File: config.mk
export PLATFORM = sky130hd
export DESIGN_NAME = serial_adder6
export DESIGN_NICKNAME = d
export VERILOG_FILES = /design/src/rtl/serial_adder6.sv
export SDC_FILE = /design/constraint.sdc
export NUM_CORES = 1
export LEC_CHECK = 0
export ABC_AREA = 1
export CAP_MARGIN = 10
export CORE_MARGIN = 2
export CORE_UTILIZATION = 30
export DETAILED_ROUTE_END_ITERATION = 8
export SLEW_MARGIN = 0
export SYNTH_ARGS = -nofsm -noshare
export SYNTH_HDL_FRONTEND = slang
export SYNTH_SLANG_ARGS = --single-unit
File: constraint.sdc
create_clock -name clk -period 4.2 [get_ports clk]
set_clock_uncertainty 0.2 [all_clocks]
set_input_delay 0.63 -clock clk [delete_from_list [all_inputs] [get_ports clk]]
set_output_delay 0.63 -clock clk [all_outputs]
set_load 0.05 [all_outputs]
File: src/rtl/serial_adder6.sv
// serial_adder6: bit-serial 6-bit adder. Each operation takes one IDLE->RUN
// handshake, six RUN cycles (one full-adder bit per cycle, LSB first) and
// one DONE cycle.
// Optional feature macro: SERIAL_ADDER6_OVF_EN enables the signed overflow
// flag. When it is undefined, ovf is tied to 0.
module serial_adder6 (
    input  logic       clk,
    input  logic       rst_n,
    input  logic       start,
    input  logic [5:0] a,
    input  logic [5:0] b,
    output logic       busy,
    output logic       done,
    output logic [5:0] sum,
    output logic       carry_out,
    output logic       ovf
);

    typedef enum logic [1:0] {
        IDLE = 2'd0,
        RUN  = 2'd1,
        DONE = 2'd2
    } state_t;

    state_t     state;
    state_t     state_next;

    logic [5:0] a_sh;
    logic [5:0] b_sh;
    logic [4:0] psum;    // result bits 0..4 collected so far, MSB-side fill
    logic       c;
    logic [2:0] cnt;

    logic       bit_s;
    logic       c_next;
    logic       last;

    // One full-adder slice on the operand LSBs
    always_comb begin
        bit_s  = a_sh[0] ^ b_sh[0] ^ c;
        c_next = (a_sh[0] & b_sh[0]) | (a_sh[0] & c) | (b_sh[0] & c);
        last   = (cnt == 3'd5);
    end

    // State register
    always_ff @(posedge clk or negedge rst_n) begin
        if (!rst_n) begin
            state <= IDLE;
        end else begin
            state <= state_next;
        end
    end

    // Next-state and status outputs
    always_comb begin
        state_next = state;
        busy       = 1'b0;
        done       = 1'b0;
        case (state)
            IDLE: begin
                if (start) begin
                    state_next = RUN;
                end
            end
            RUN: begin
                busy = 1'b1;
                if (last) begin
                    state_next = DONE;
                end
            end
            DONE: begin
                busy       = 1'b1;
                done       = 1'b1;
                state_next = IDLE;
            end
            default: begin
                state_next = IDLE;
            end
        endcase
    end

    // Operand shift registers, running carry, counter and result registers
    always_ff @(posedge clk or negedge rst_n) begin
        if (!rst_n) begin
            a_sh      <= '0;
            b_sh      <= '0;
            psum      <= '0;
            c         <= 1'b0;
            cnt       <= '0;
            sum       <= '0;
            carry_out <= 1'b0;
        end else begin
            case (state)
                IDLE: begin
                    if (start) begin
                        a_sh <= a;
                        b_sh <= b;
                        psum <= '0;
                        c    <= 1'b0;
                        cnt  <= '0;
                    end
                end
                RUN: begin
                    a_sh <= {1'b0, a_sh[5:1]};
                    b_sh <= {1'b0, b_sh[5:1]};
                    psum <= {bit_s, psum[4:1]};
                    c    <= c_next;
                    cnt  <= cnt + 3'd1;
                    // Visible result changes only when the final bit is known
                    if (last) begin
                        sum       <= {bit_s, psum};
                        carry_out <= c_next;
                    end
                end
                default: begin
                end
            endcase
        end
    end

`ifdef SERIAL_ADDER6_OVF_EN
    logic ovf_r;

    // Signed overflow: carry into bit 5 differs from carry out of bit 5
    always_ff @(posedge clk or negedge rst_n) begin
        if (!rst_n) begin
            ovf_r <= 1'b0;
        end else if (state == RUN && last) begin
            ovf_r <= c ^ c_next;
        end
    end

    assign ovf = ovf_r;
`else
    assign ovf = 1'b0;
`endif

endmodule
==> run summary, run 1 <==
drt wl/cell: 9.657 um
Tcrit/Tclk final: 62.25%
global route overflow: 0
f_max: 382.5 MHz
DRC: 0
CTS Buffer Depth: 2
Port Buffers: 23
cts repair resizes: 0
leading area contributor after synthesis: dfrtp_1
CTS root buf: clkbuf_8
grt met1 use: 12.97%
maxcap violations: 0
status: completed
PwrDens: 636.3 nW/um^2
met2 Use GR: 18.75%
final hold slack: 0.2719 ns
Vias/cell: 4.077
clk_lat worst skew: 0.28 ns
#FFs+latches synth: 30
Top FF cell, synth: dfrtp_1
Routed Antenna Nets: 0
final net count: 227
CTS tree: done
distinct cell type count after synthesis: 18
io pins: 25
placed cells: 266
area share of the largest cell type after synthesis: 51.15%
Reg clk slew, reported paths: 0.07 ns
startpoint types: flop
Die ar.: 5468 sq um
share of layout cells above drive strength 1: 6.763%
final hold vios: 0
syn_nets: 203
P_leak: 0.9522 nW
final slew viol count: 0
H-tree Lvls: 2
VDD IR-drop max: 0.2592 mV
Synth Instances: 182
CP cell instances: inv_1 -> ha_1 -> clkdlybuf4s50_1
syn avg cell area: 8.064 sq um
register area share after synthesis: 51.15%
ys async rst share: 100.0%
Synth area leaders: dfrtp_1 51%, nand2_1 26%, ha_1 4.3%, inv_1 3.6%, o21ai_0 2.7%
# hold bufs at CTS: 0
Clock Sinks: 30
first-pass GRT wire length: 4.643 mm
Area growth syn-to-layout: 24.21%
critical-path maximum fanout: 3
Final Setup Violations: 0
initial antenna violation count: 0
Mapped Area: 1468 sq um
largest net degree at the start of global routing: 31
CP Class: flop to primary output
most common cell after layout, fill and taps aside: nand2_1
worst slew pin tran: 0.7201 ns
CTS Buf Count: 5
Slew headroom: 51.99%
placed wire-length estimate: 1.705 mm
grt met3 use: 5.691%
Total GRT Usage: 11.64%
final wirelength: 2.646 mm
CP Capture Type: primary output
Die Y: 73.95 um
number of synthesized flops with an enable pin: 0
number of global-route vias before repair: 1,050
most frequent cells in the layout: 102 x nand2_1, 30 x dfrtp_1, 23 x clkdlybuf4s50_1, 14 x inv_1, 8 x o21ai_0
RSZ-0062 raised after global routing: false
routed via count: 1,117
final setup TNS: 0 ns
Final Non-Filler Cells: 274
Detailed Route Iter0 Violations: 82
Core Rows: 25
Hold/Removal Path Class: flop to flop
Largest stage delay, worst path: 0.80 ns
drt first pass iters: 4
FILL cells: 501
FF-to-FF path depth: 4
Starting Density: 31.07%
post-layout min period: 2.614 ns
# Post-CTS Setup Buffers: 0
core area: 4723 sq um
yosys warns: 0
# diodes: 0
Hold Path Depth: 2
Slowest-stage cell, CP: clkdlybuf4s50_1
gr busiest metal: met2
Final GP Congestion: 0.7118
Worst Path Required: 3.37 ns
crit path DAT: 1.78 ns
die width: 73.95 um
[path summary, 6_finish.rpt]
kind | from | endpoint | slack [ns]
max in group asynchronous | rst_n | cnt[1] | 2.98
max | state[0] | busy | 1.59
min in group asynchronous | rst_n | sum[2] | 0.53
min reg2reg | b_sh[2] | b_sh[2] | 0.27
min | b_sh[2] | b_sh[2] | 0.27
max reg2reg | state[1] | sum[2] | 2.18
[layout make-up]
type / count / area (sq um) / area share (%)
inverter: 16 / 65.06 / 3.569
clock buffer: 6 / 82.58 / 4.530
multi-input combinational: 129 / 590.6 / 32.40
tap: 67 / 83.83 / 4.598
sequential: 30 / 750.7 / 41.18
clock inverter: 2 / 12.51 / 0.6863
timing repair buffer: 24 / 237.7 / 13.04
[metal layers]
layer | routed length (um) | vias to the layer above
met3 | 146 | 2
met5 | 0 | -
li1 | - | 588
met4 | 21 | 0
met2 | 1190 | 30
met1 | 1288 | 497
[cells by family (layout without fill, tap and decap cells)]
kind of cell	after synthesis	count (layout)	synth area share [%]
other cells	1	1	0.2555
buf+inv	23	48	8.610
mux	1	1	0.6820
fa+ha+maj	6	6	5.627
simple gates	112	112	30.43
compound gates	9	9	3.240
flops	30	30	51.15
[registers in the layout, indices dropped and copies added, names as in the netlist]
register / count
b_sh: 6
sum: 6
c: 1
cnt: 3
carry_out: 1
state: 2
psum: 5
a_sh: 6
[worst max-delay path, delay by kind of cell (launching register included)]
kind,cells,cell delay [ns]
buf+inv,2,0.87
flops,1,0.37
fa+ha+maj,1,0.27
[synthesized netlist by cell type, types with 2 or more instances]
master / instances
buf_4: 3
nor2_1: 3
nand3_1: 4
ha_1: 5
dfrtp_1: 30
nand2_4: 2
buf_6: 3
nand2_1: 102
o21ai_0: 8
inv_1: 14
[stage by stage]
stage	power, W	util (%)	worst slack, ns	cell area (sq um)
3_3_place_gp	0.0009188	36.58	1.906	1728
4_1_cts	0.001183	38.60	1.557	1823
2_1_floorplan	0.0008399	-	2.426	1468
3_5_place_dp	0.0009306	36.58	1.867	1728
6_report	0.001160	38.60	1.586	1823
5_1_grt	0.001269	38.60	1.507	1823
[where the power goes]
part           switching, W  total (W)  leakage (nW)  internal [W]
Sequential        0.0000568   0.000443         0.395      0.000386
Clock              0.000112   0.000243        0.0472      0.000131
Combinational      0.000314   0.000474         0.510      0.000160
No activity file was read; power rests on OpenSTA's default activity.
==> run 2, diff against run 1 <==
==> constraint.sdc (replaced) <==
create_clock -name clk -period 2.1 [get_ports clk]
set_clock_uncertainty 0.2 [all_clocks]
set_input_delay 0.315 -clock clk [delete_from_list [all_inputs] [get_ports clk]]
set_output_delay 0.315 -clock clk [all_outputs]
set_load 0.05 [all_outputs]
==> run summary, run 2 (synthesis results as in run 1) <==
final slew viol count: 0
final net count: 228
# diodes: 0
Final Non-Filler Cells: 274
final hold vios: 0
Reg clk slew, reported paths: 0.06 ns
post-layout min period: 1.949 ns
critical-path maximum fanout: 2
clk_lat worst skew: 0.28 ns
Routed Antenna Nets: 0
CTS Buf Count: 5
Hold/Removal Path Class: input pin to asynchronous set/reset pin
Largest stage delay, worst path: 0.80 ns
maxcap violations: 0
Total GRT Usage: 11.52%
overall power: 0.002321 W
# Post-CTS Setup Buffers: 0
family with the most delay on the worst path: buffers and inverters
CTS root buf: clkbuf_8
drt first pass iters: 4
Slowest-stage cell, CP: clkdlybuf4s50_1
most frequent cells in the layout: 102 x nand2_1, 30 x dfrtp_1, 21 x clkdlybuf4s50_1, 14 x inv_1, 8 x o21ai_0
VDD IR-drop max: 0.4044 mV
most common cell after layout, fill and taps aside: nand2_1
first-pass GRT wire length: 4.602 mm
drt wl/cell: 9.361 um
final setup TNS: 0 ns
startpoint types: flop
Die Y: 73.95 um
core area: 4723 sq um
share of layout cells above drive strength 1: 7.729%
f_max: 513.2 MHz
global route overflow: 0
DRC: 0
io pins: 25
Final GP Congestion: 0.7542
Detailed Route Iter0 Violations: 45
PwrDens: 1274 nW/um^2
FF-to-FF path depth: 7
final hold slack: 0.2191 ns
die width: 73.95 um
critical path depth: 1
placed wire-length estimate: 1.715 mm
H-tree Lvls: 2
routed via count: 1,100
# hold bufs at CTS: 0
CTS Buffer Depth: 2
number of global-route vias before repair: 1,037
Area growth syn-to-layout: 24.13%
CTS tree: done
Bufs and invs on worst path: 1
final wirelength: 2.565 mm
Port Buffers: 23
cts repair resizes: 0
CP Class: flop to primary output
Tcrit/Tclk final: 92.80%
CP Capture Type: primary output
P_leak: 0.9609 nW
Die ar.: 5468 sq um
CP cell instances: clkdlybuf4s50_1
Clock Sinks: 30
Worst Path Required: 1.58 ns
biggest regs: a_sh x6, b_sh x6, sum x6
placed cells: 267
Vias/cell: 4.015
crit path DAT: 1.43 ns
Core Rows: 25
initial antenna violation count: 0
largest net degree at the start of global routing: 31
RSZ-0062 raised after global routing: false
status: completed
Final Setup Violations: 0
Starting Density: 31.07%
run 2: final timing paths:
kind | start | end | slack (ns)
max in group asynchronous | rst_n | b_sh[1] | 1.20
min reg2reg | b_sh[3] | b_sh[3] | 0.27
min in group clk | b_sh[3] | b_sh[3] | 0.27
max reg2reg | state[1] | c | 0.48
max | carry_out | carry_out | 0.15
min | rst_n | sum[0] | 0.22
run 2: layout make-up:
type	instances	area [sq um]
clock buffers	5	68.82
repair buffers	25	252.7
inverters	16	65.06
well taps	67	83.83
fillers	505	2902
flip-flops and latches	30	750.7
multi-input cells	129	590.6
clock inverters	2	10.01
run 2: stage by stage:
| stage | util (%) | instance area (sq um) | setup WS, ns |
|---|---|---|---|
| 6_report | 38.57 | 1822 | 0.1513 |
| 5_1_grt | 38.57 | 1822 | 0.09749 |
| 4_1_cts | 38.57 | 1822 | 0.1366 |
| 3_5_place_dp | 36.90 | 1743 | 0.4052 |
| 3_3_place_gp | 36.90 | 1743 | 0.4242 |
| 2_1_floorplan | - | 1468 | 0.6409 |
run 2: metal layers:
layer  global-route usage [%]  share of wire (%)
met5                        0                  0
met4                    5.455                2.1
met3                    5.285                5.4
met2                    17.66                 44
met1                    13.80                 48
run 2: report_power, final:
| group | switching (W) | total [W] | leakage, nW | internal, W |
|---|---|---|---|---|
| Sequential | 0.000120 | 0.000893 | 0.395 | 0.000773 |
| Combinational | 0.000629 | 0.000995 | 0.522 | 0.000366 |
| Clock | 0.000211 | 0.000432 | 0.0438 | 0.000222 |
==> run 3, diff against run 2 <==
--- a/config.mk
+++ b/config.mk
@@ -8,9 +8,10 @@
 export ABC_AREA = 1
 export CAP_MARGIN = 10
 export CORE_MARGIN = 2
-export CORE_UTILIZATION = 30
+export CORE_UTILIZATION = 35
 export DETAILED_ROUTE_END_ITERATION = 8
-export SLEW_MARGIN = 0
+export REMOVE_ABC_BUFFERS = 1
+export SLEW_MARGIN = 20
 export SYNTH_ARGS = -nofsm -noshare
 export SYNTH_HDL_FRONTEND = slang
 export SYNTH_SLANG_ARGS = --single-unit
==> run summary, run 3 (synthesis results as in run 1) <==
final wirelength: 2.489 mm
P_leak: 0.9609 nW
Tcrit/Tclk final: 92.67%
Die ar.: 4727 sq um
startpoint types: flop
final hold slack: 0.2118 ns
Core Rows: 23
H-tree Lvls: 2
Clock Sinks: 30
# hold bufs at CTS: 0
Reg clk slew, reported paths: 0.06 ns
final hold vios: 0
family with the most delay on the worst path: buffers and inverters
final net count: 228
DRC: 0
Worst Path Required: 1.58 ns
Largest stage delay, worst path: 0.80 ns
worst slack, placed: 0.4122 ns
CTS tree: done
area post-placement: 1722 sq um
Total GRT Usage: 12.67%
Hold/Removal Path Class: input pin to asynchronous set/reset pin
Bufs and invs on worst path: 1
VDD IR-drop max: 0.5178 mV
Port Buffers: 23
sw frac: 41.18%
PnR worst setup slack: 0.1540 ns
Detailed Route Iter0 Violations: 58
Vias/cell: 4.304
Die Y: 68.76 um
CTS root buf: clkbuf_8
clk_lat worst skew: 0.28 ns
share of layout cells above drive strength 1: 7.729%
core area: 4029 sq um
Routed Antenna Nets: 0
most common cell after layout, fill and taps aside: nand2_1
routed via count: 1,106
Starting Density: 36.43%
# Post-CTS Setup Buffers: 0
drt wl/cell: 9.685 um
R2R setup slack: 0.44 ns
largest net degree at the start of global routing: 31
Flop pwr share: 38.6%
final slew viol count: 0
f_max: 513.9 MHz
number of global-route vias before repair: 969
CTS Buf Count: 5
FILL cells: 421
initial antenna violation count: 0
Final GP Congestion: 0.6677
most frequent cells in the layout: 102 x nand2_1, 30 x dfrtp_1, 21 x clkdlybuf4s50_1, 14 x inv_1, 8 x o21ai_0
Slowest-stage cell, CP: clkdlybuf4s50_1
Clock Power Share: 18.7%
Internal: 0.001359 W
# diodes: 0
Logic pwr share: 42.7%
crit path DAT: 1.43 ns
CTS Buffer Depth: 2
PwrDens: 1283 nW/um^2
first-pass GRT wire length: 4.278 mm
CP Class: flop to primary output
RSZ-0062 raised after global routing: false
Area growth syn-to-layout: 22.68%
placed wire-length estimate: 1.662 mm
status: completed
drt first pass iters: 4
critical-path maximum fanout: 2
biggest regs: a_sh x6, b_sh x6, sum x6
cts repair resizes: 0
Final Setup Violations: 0
CP Capture Type: primary output
net switching power: 0.0009511 W
final setup TNS: 0 ns
cell area after layout: 1800 sq um
die width: 68.76 um
post-layout min period: 1.946 ns
io pins: 25
global route overflow: 0
CP cell instances: clkdlybuf4s50_1
maxcap violations: 0
-- run 3: cell counts in the layout (fill, tap and decap cells not counted) --
Identical to the previous run, type by type.
-- run 3: area by class of cell --
class	count	area, sq um	area share, %
sequential	30	750.7	41.70
multi-input combinational	129	590.6	32.80
timing repair buffer	25	252.7	14.04
clock buffer	5	68.82	3.822
inverter	16	65.06	3.614
tap	50	62.56	3.475
clock inverter	2	10.01	0.5559
-- run 3: worst paths after layout --
| kind | startpoint | to | cells past startpoint |
|---|---|---|---|
| max | sum[2] | sum[2] | 1 |
| min | rst_n | carry_out | 2 |
| max reg2reg | state[1] | b_sh[2] | 7 |
| min reg2reg | a_sh[1] | a_sh[1] | 2 |
| max in group asynchronous | rst_n | cnt[0] | 2 |
| min in group clk | a_sh[1] | a_sh[1] | 2 |
-- run 3: metrics by stage --
step                power (W)  std cells  utilization [%]
global placement     0.001892        250            42.73
global route         0.002510        257            44.69
finish               0.002310        257            44.69
floorplan            0.001604        175                -
CTS                  0.002352        257            44.69
detailed placement   0.001910        250            42.73
-- run 3: power groups by stage --
stage	clock [W]	sequential, W	combinational [W]
2_1_floorplan	0	0.000894	0.000710
3_3_place_gp	0	0.000901	0.000991
3_5_place_dp	0	0.000899	0.00101
4_1_cts	0.000448	0.000893	0.00101
5_1_grt	0.000463	0.000918	0.00113
6_report	0.000431	0.000892	0.000987
-- run 3: per-layer routing --
| layer | wire length (um) | share of wire [%] | vias up | GRT usage, % |
|---|---|---|---|---|
| met5 | 0 | 0 | - | 0 |
| met4 | 48 | 1.9 | 0 | 5.147 |
| met3 | 129 | 5.2 | 5 | 5.357 |
| met2 | 1118 | 45 | 23 | 19.23 |
| met1 | 1193 | 48 | 487 | 15.88 |
| li1 | - | - | 591 | - |
